<file path="src/rtl/ddr2_cmd_scheduler.sv">
// Runtime DDR2 command sequencer: closed-page ACTV -> READ/WRTE -> PRCH per access,
// with a periodic precharge-all + auto-refresh that takes priority over requests.
module ddr2_cmd_scheduler #(
   parameter int unsigned T_RCD     = 3,
   parameter int unsigned T_RD_DONE = 4,
   parameter int unsigned T_WR_DONE = 6,
   parameter int unsigned T_RP      = 3,
   parameter int unsigned T_RFC     = 26,
   parameter int unsigned T_REFI    = 780
) (
   input  logic        CLK_n,
   input  logic        RST,
   input  logic        INIT_DONE,
   input  logic        REQ,
   input  logic        REQ_WE,
   input  logic [13:0] REQ_ROW,
   input  logic [9:0]  REQ_COL,
   input  logic [2:0]  REQ_BANK,
   output logic        ACK,
   output logic        REFRESH_BUSY,
   output logic [2:0]  COMMAND_USER,
   output logic [13:0] ADDRESS_USER,
   output logic [2:0]  BANK_USER
);

   typedef enum logic [2:0] {IDLE, ACT_W, RW_W, PRE_W, RPRE_W, REF_W} state_t;
   typedef enum logic [2:0] {
      CMD_NOOP = 3'b111,
      CMD_ACTV = 3'b011,
      CMD_READ = 3'b101,
      CMD_WRTE = 3'b100,
      CMD_PRCH = 3'b010,
      CMD_ARSR = 3'b001
   } cmd_t;

   state_t      state, state_nxt;
   logic [5:0]  cnt, cnt_nxt;
   cmd_t        cmd_nxt;
   logic [13:0] addr_nxt;
   logic [2:0]  bank_nxt;
   logic        ack_nxt, busy_nxt;
   logic        lat_we, lat_we_nxt;
   logic [9:0]  lat_col, lat_col_nxt;
   logic [2:0]  lat_bank, lat_bank_nxt;
   logic [11:0] refi_cnt;
   logic        ref_pend;
   logic        ref_clr;

   // Refresh interval timer; an expiry in the same cycle as ARSR keeps the request pending.
   always_ff @(posedge CLK_n or posedge RST) begin
      if (RST) begin
         refi_cnt <= '0;
         ref_pend <= 1'b0;
      end else begin
         if (ref_clr)
            ref_pend <= 1'b0;
         if (INIT_DONE) begin
            if (refi_cnt == '0) begin
               ref_pend <= 1'b1;
               refi_cnt <= 12'(T_REFI - 1);
            end else begin
               refi_cnt <= refi_cnt - 12'd1;
            end
         end
      end
   end

   always_ff @(posedge CLK_n or posedge RST) begin
      if (RST) begin
         state        <= IDLE;
         cnt          <= '0;
         COMMAND_USER <= CMD_NOOP;
         ADDRESS_USER <= '0;
         BANK_USER    <= '0;
         ACK          <= 1'b0;
         REFRESH_BUSY <= 1'b0;
         lat_we       <= 1'b0;
         lat_col      <= '0;
         lat_bank     <= '0;
      end else begin
         state        <= state_nxt;
         cnt          <= cnt_nxt;
         COMMAND_USER <= cmd_nxt;
         ADDRESS_USER <= addr_nxt;
         BANK_USER    <= bank_nxt;
         ACK          <= ack_nxt;
         REFRESH_BUSY <= busy_nxt;
         lat_we       <= lat_we_nxt;
         lat_col      <= lat_col_nxt;
         lat_bank     <= lat_bank_nxt;
      end
   end

   // Wait states load the full delay and issue on cnt==1; PRE_W/REF_W load one less
   // because the following command is issued from IDLE one cycle later.
   always_comb begin
      state_nxt    = state;
      cnt_nxt      = cnt;
      cmd_nxt      = CMD_NOOP;
      addr_nxt     = ADDRESS_USER;
      bank_nxt     = BANK_USER;
      ack_nxt      = 1'b0;
      busy_nxt     = REFRESH_BUSY;
      lat_we_nxt   = lat_we;
      lat_col_nxt  = lat_col;
      lat_bank_nxt = lat_bank;
      ref_clr      = 1'b0;
      case (state)
         IDLE: begin
            busy_nxt = 1'b0;
            if (INIT_DONE) begin
               if (ref_pend) begin
                  cmd_nxt   = CMD_PRCH;
                  addr_nxt  = 14'h400;
                  bank_nxt  = '0;
                  busy_nxt  = 1'b1;
                  cnt_nxt   = 6'(T_RP);
                  state_nxt = RPRE_W;
               end else if (REQ) begin
                  lat_we_nxt   = REQ_WE;
                  lat_col_nxt  = REQ_COL;
                  lat_bank_nxt = REQ_BANK;
                  cmd_nxt      = CMD_ACTV;
                  addr_nxt     = REQ_ROW;
                  bank_nxt     = REQ_BANK;
                  cnt_nxt      = 6'(T_RCD);
                  state_nxt    = ACT_W;
               end
            end
         end
         ACT_W: begin
            if (cnt == 6'd1) begin
               if (lat_we) begin
                  cmd_nxt = CMD_WRTE;
                  cnt_nxt = 6'(T_WR_DONE);
               end else begin
                  cmd_nxt = CMD_READ;
                  cnt_nxt = 6'(T_RD_DONE);
               end
               addr_nxt  = {4'b0000, lat_col};
               bank_nxt  = lat_bank;
               ack_nxt   = 1'b1;
               state_nxt = RW_W;
            end else begin
               cnt_nxt = cnt - 6'd1;
            end
         end
         RW_W: begin
            if (cnt == 6'd1) begin
               cmd_nxt   = CMD_PRCH;
               addr_nxt  = '0;
               bank_nxt  = lat_bank;
               cnt_nxt   = 6'(T_RP - 1);
               state_nxt = PRE_W;
            end else begin
               cnt_nxt = cnt - 6'd1;
            end
         end
         PRE_W: begin
            if (cnt == 6'd1) state_nxt = IDLE;
            else             cnt_nxt   = cnt - 6'd1;
         end
         RPRE_W: begin
            if (cnt == 6'd1) begin
               cmd_nxt   = CMD_ARSR;
               addr_nxt  = 14'h400;
               bank_nxt  = '0;
               ref_clr   = 1'b1;
               cnt_nxt   = 6'(T_RFC - 1);
               state_nxt = REF_W;
            end else begin
               cnt_nxt = cnt - 6'd1;
            end
         end
         REF_W: begin
            if (cnt == 6'd1) state_nxt = IDLE;
            else             cnt_nxt   = cnt - 6'd1;
         end
         default: state_nxt = IDLE;
      endcase
   end

endmodule

</file>
<file path="config.mk">
export PLATFORM = sky130hd
export DESIGN_NAME = ddr2_cmd_scheduler
export DESIGN_NICKNAME = d
export VERILOG_FILES = /design/src/rtl/ddr2_cmd_scheduler.sv
export SDC_FILE = /design/constraint.sdc
export NUM_CORES = 1
export LEC_CHECK = 0
export CORE_ASPECT_RATIO = 0.9
export CORE_MARGIN = 2
export CORE_UTILIZATION = 52
export CTS_CLUSTER_DIAMETER = 40
export DETAILED_ROUTE_END_ITERATION = 10
export GPL_ROUTABILITY_DRIVEN = 0
export GPL_TIMING_DRIVEN = 0
export PLACE_DENSITY = 0.79
export RECOVER_POWER = 100
export SLEW_MARGIN = 20
export SYNTH_ARGS = -nofsm -noshare
export SYNTH_HDL_FRONTEND = slang
export SYNTH_SLANG_ARGS = --single-unit
</file>
<file path="constraint.sdc">
create_clock -name CLK_n -period 2.9 [get_ports CLK_n]
set_clock_uncertainty 0.2 [all_clocks]
set_input_delay 0.58 -clock CLK_n [delete_from_list [all_inputs] [get_ports CLK_n]]
set_output_delay 0.58 -clock CLK_n [all_outputs]
set_load 0.01 [all_outputs]
</file>
==> results.py <==
metrics = {
    "synth": {
        "synthTopCellsByArea": "dfrtp_1 47%, mux2_2 8.1%, a22o_1 3.9%, mux2_4 3.6%, nor2_1 3.2%",
        "async_flop_share_pct": 100,
        "ys_ff_latch": 58,
        "synth_mux_area_share_pct": 12.7,
        "synth-xor-area-share_pct": 2.99,
        "ys_seq_area_share_pct": 49.7,
        "synth_top_area_cell": "dfrtp_1",
        "synth_top_area_share_pct": 47.0,
        "synth_edf_count": 0,
        "ys_top_cells_by_count": "55 x dfrtp_1, 25 x nor2_1, 21 x mux2_2",
        "synth_most_common_cell": "dfrtp_1",
        "synth-compound-area-share_pct": 13.6,
        "synthFlopType": "dfrtp_1",
        "yosysWarnings": 0,
        "yosys.area_share.simple_pct": 15.0,
        "syn-cell-area_mm2": 0.00293,
        "synth_cell_types": 58,
        "synth_nets": 304,
        "synth_top_family_by_area": "simple AND/OR/NAND/NOR gates",
        "synth_fa_ha_area_share_pct": 1.71,
        "synth.avg_cell_area_um2": 10.9,
        "netlist_instances": 268,
    },
    "timing": {
        "period_needed_ps": 2780,
        "fmax_mhz": 360,
        "fin_crit_sh_pct": 95.7,
        "report.final.slew_viol_count": 0,
        "rsz0062_at_grt": "false",
        "finalWorstSetupSlack_ps": 123,
        "hold_slack_ps": 291,
        "slew_headroom_pct": 23.0,
        "worst_pin_slew_ps": 1150,
        "setup_viol": 0,
        "hold_viol": 0,
    },
    "floorplan": {
        "die_x_um": 83.1,
        "core_region_area_mm2": 0.00535,
        "pin_count": 54,
        "initial_utilization_pct": 54.8,
        "dieHeight_um": 75.2,
        "rows": 25,
        "dieArea_mm2": 0.00625,
    },
    "power": {
        "p_leak_uw": 0.00171,
        "p_per_area_mw_per_mm2": 968,
        "vdd_ir_drop_max_uv": 512,
    },
    "clocking": {
        "clk_pin_slew_worst_paths_ps": 70,
        "clock_sinks": 58,
        "cts_root_buffer": "clkbuf_8",
        "cts-resized-gates": 0,
        "ctsHoldBuffers": 0,
        "cts.path.max_buffers": 2,
        "cts-htree-levels": 3,
        "clock_latency_ps": 340,
        "numCtsBuffers": 9,
        "cts_tree": "yes",
        "cts_setup_buffers": 0,
    },
    "detailed_routing": {
        "vias": 2284,
        "routed_wl_um": 6300,
        "drt.antenna.violating_nets": 0,
        "dr.pass1.iters": 4,
        "routed_via_density": 5.67,
        "drtIter0Drc": 209,
        "wl_per_cell_um": 15.6,
        "drcViolationCount": 0,
    },
    "placed_design": {
        "place_area_mm2": 0.00354,
        "place_hpwl_um": 4430,
        "preCtsSetupSlack_ps": 188,
        "dp_cells": 387,
        "port_buffers": 52,
    },
    "setup_path": {
        "arrival_ps": 2790,
        "crit_chain": "inv_1 > ha_1 > or3b_4 > nor3_1 > nor3_1 > a211o_1 > buf_6 > buf_12 > mux2_4",
        "worst_r2r_startpoint": "cnt[1]",
        "r2r_slack_ps": 120,
        "slowest_delay_ps": 420,
        "startpoint_type": "register",
        "cpMostUsedCell": "nor3_1",
        "cp.required_ps": 2920,
        "cp.depth": 9,
        "cp_num_buf_inv": 3,
        "r2r-end": "BANK_USER[2]",
        "slowest_stage": "or3b_4",
        "path_class": "register to register",
        "r2r_cells": 9,
        "endpoint_kind": "register",
        "path_delay_family": "simple AND/OR/NAND/NOR gates",
        "worstPathMaxFanout": 10,
    },
    "hold_path": {
        "min_to": "refi_cnt[1]",
        "hp-start": "INIT_DONE",
        "min_path_type": "primary input to register",
        "hold_depth": 2,
    },
    "global_route": {
        "grt_max_degree": 59,
        "grt_pass1_vias": 2222,
        "track_usage_pct": 22.1,
        "grt_pass1_wl_um": 10500,
        "grt_overflow": 0,
        "antenna_found_initial": 0,
    },
    "final_layout": {
        "stdcell_count": 403,
        "diodes": 0,
        "drive_above_1_share_pct": 17.9,
        "synthToLayoutAreaGrowth_pct": 28.1,
        "final_util_pct": 70.2,
        "fillers": 404,
        "fin_nets": 367,
        "design_area_mm2": 0.00375,
    },
    "run_status": {
        "status": "completed",
    },
    "flow_run": {
        "drv_cap": 0,
    },
}
-- worst max-delay path by stage --
stage | startpoint | to | slack [ps]
global placement | RST | ADDRESS_USER[11] | -330
CTS | cnt[1] | BANK_USER[2] | 150
finish | cnt[1] | BANK_USER[2] | 120
global route | cnt[1] | BANK_USER[2] | 10
detailed placement | cnt[1] | ADDRESS_USER[1] | 190
floorplan | cnt[1] | ADDRESS_USER[0] | 430
-- layer usage --
layer	vias up	GRT usage (%)	wire length, um
met2	67	36.6	3120
met4	0	6.01	49
met5	-	0	0
met1	1109	27.9	2800
met3	6	8.22	321
li1	1102	-	-
-- sequential cells by signal, indices dropped and copies added (netlist names) --
name and count:
ACK 1, ADDRESS_USER 14, BANK_USER 3, COMMAND_USER 3, REFRESH_BUSY 1, cnt 6
lat_bank 3, lat_col 10, lat_we 1, ref_pend 1, refi_cnt 12, state 3
-- report_power, final --
| part | switching (uW) | internal, uW | leakage [uW] |
|---|---|---|---|
| sequential | 213 | 1120 | 0.000734 |
| combinational | 735 | 740 | 0.000871 |
| clock | 316 | 504 | 0.000109 |
-- area by class of cell --
class | instances | area, um2 | area share (%)
Clock inverter | 5 | 77.6 | 2.07
Multi-Input combinational cell | 184 | 1350 | 35.9
Tap cell | 67 | 83.8 | 2.23
Buffer | 13 | 78.8 | 2.10
Sequential cell | 58 | 1460 | 38.8
Inverter | 13 | 48.8 | 1.30
Clock buffer | 11 | 141 | 3.77
Timing Repair Buffer | 52 | 520 | 13.9
-- cell families (layout without fill, tap and decap cells) --
logic type | count (synthesis) | count (layout)
AO/OA/AOI/OAI | 55 | 55
XOR/XNOR | 10 | 10
adder cells (fa/ha/maj) | 4 | 4
buffers and inverters | 26 | 94
flip-flops | 58 | 58
multiplexers | 31 | 31
AND/OR/NAND/NOR | 84 | 84
-- stage by stage --
step / setup TNS, ps / power [uW]
after floorplan: 0 / 2380
after global placement: -17920 / 2780
after detailed placement: 0 / 2850
after CTS: 0 / 3680
after global routing: 0 / 3880
final: 0 / 3630
-- layout by cell type, fill, tap and decap left out, types with 4 or more instances in the layout --
cell and instances:
nor2_1 25, mux2_2 21, nand3_1 6, nor3_1 7, o21ai_0 11, dlygate4sd3_1 23
xor2_1 4, a21oi_1 6, dfrtp_1 55, ha_1 4, xnor2_1 6, mux2_4 7
a22o_1 13, inv_1 12, nand2_1 18, a31oi_1 4, clkbuf_1 9, clkdlybuf4s50_1 29
clkbuf_8 10
Note: power is estimated with default switching activity, not from simulation.
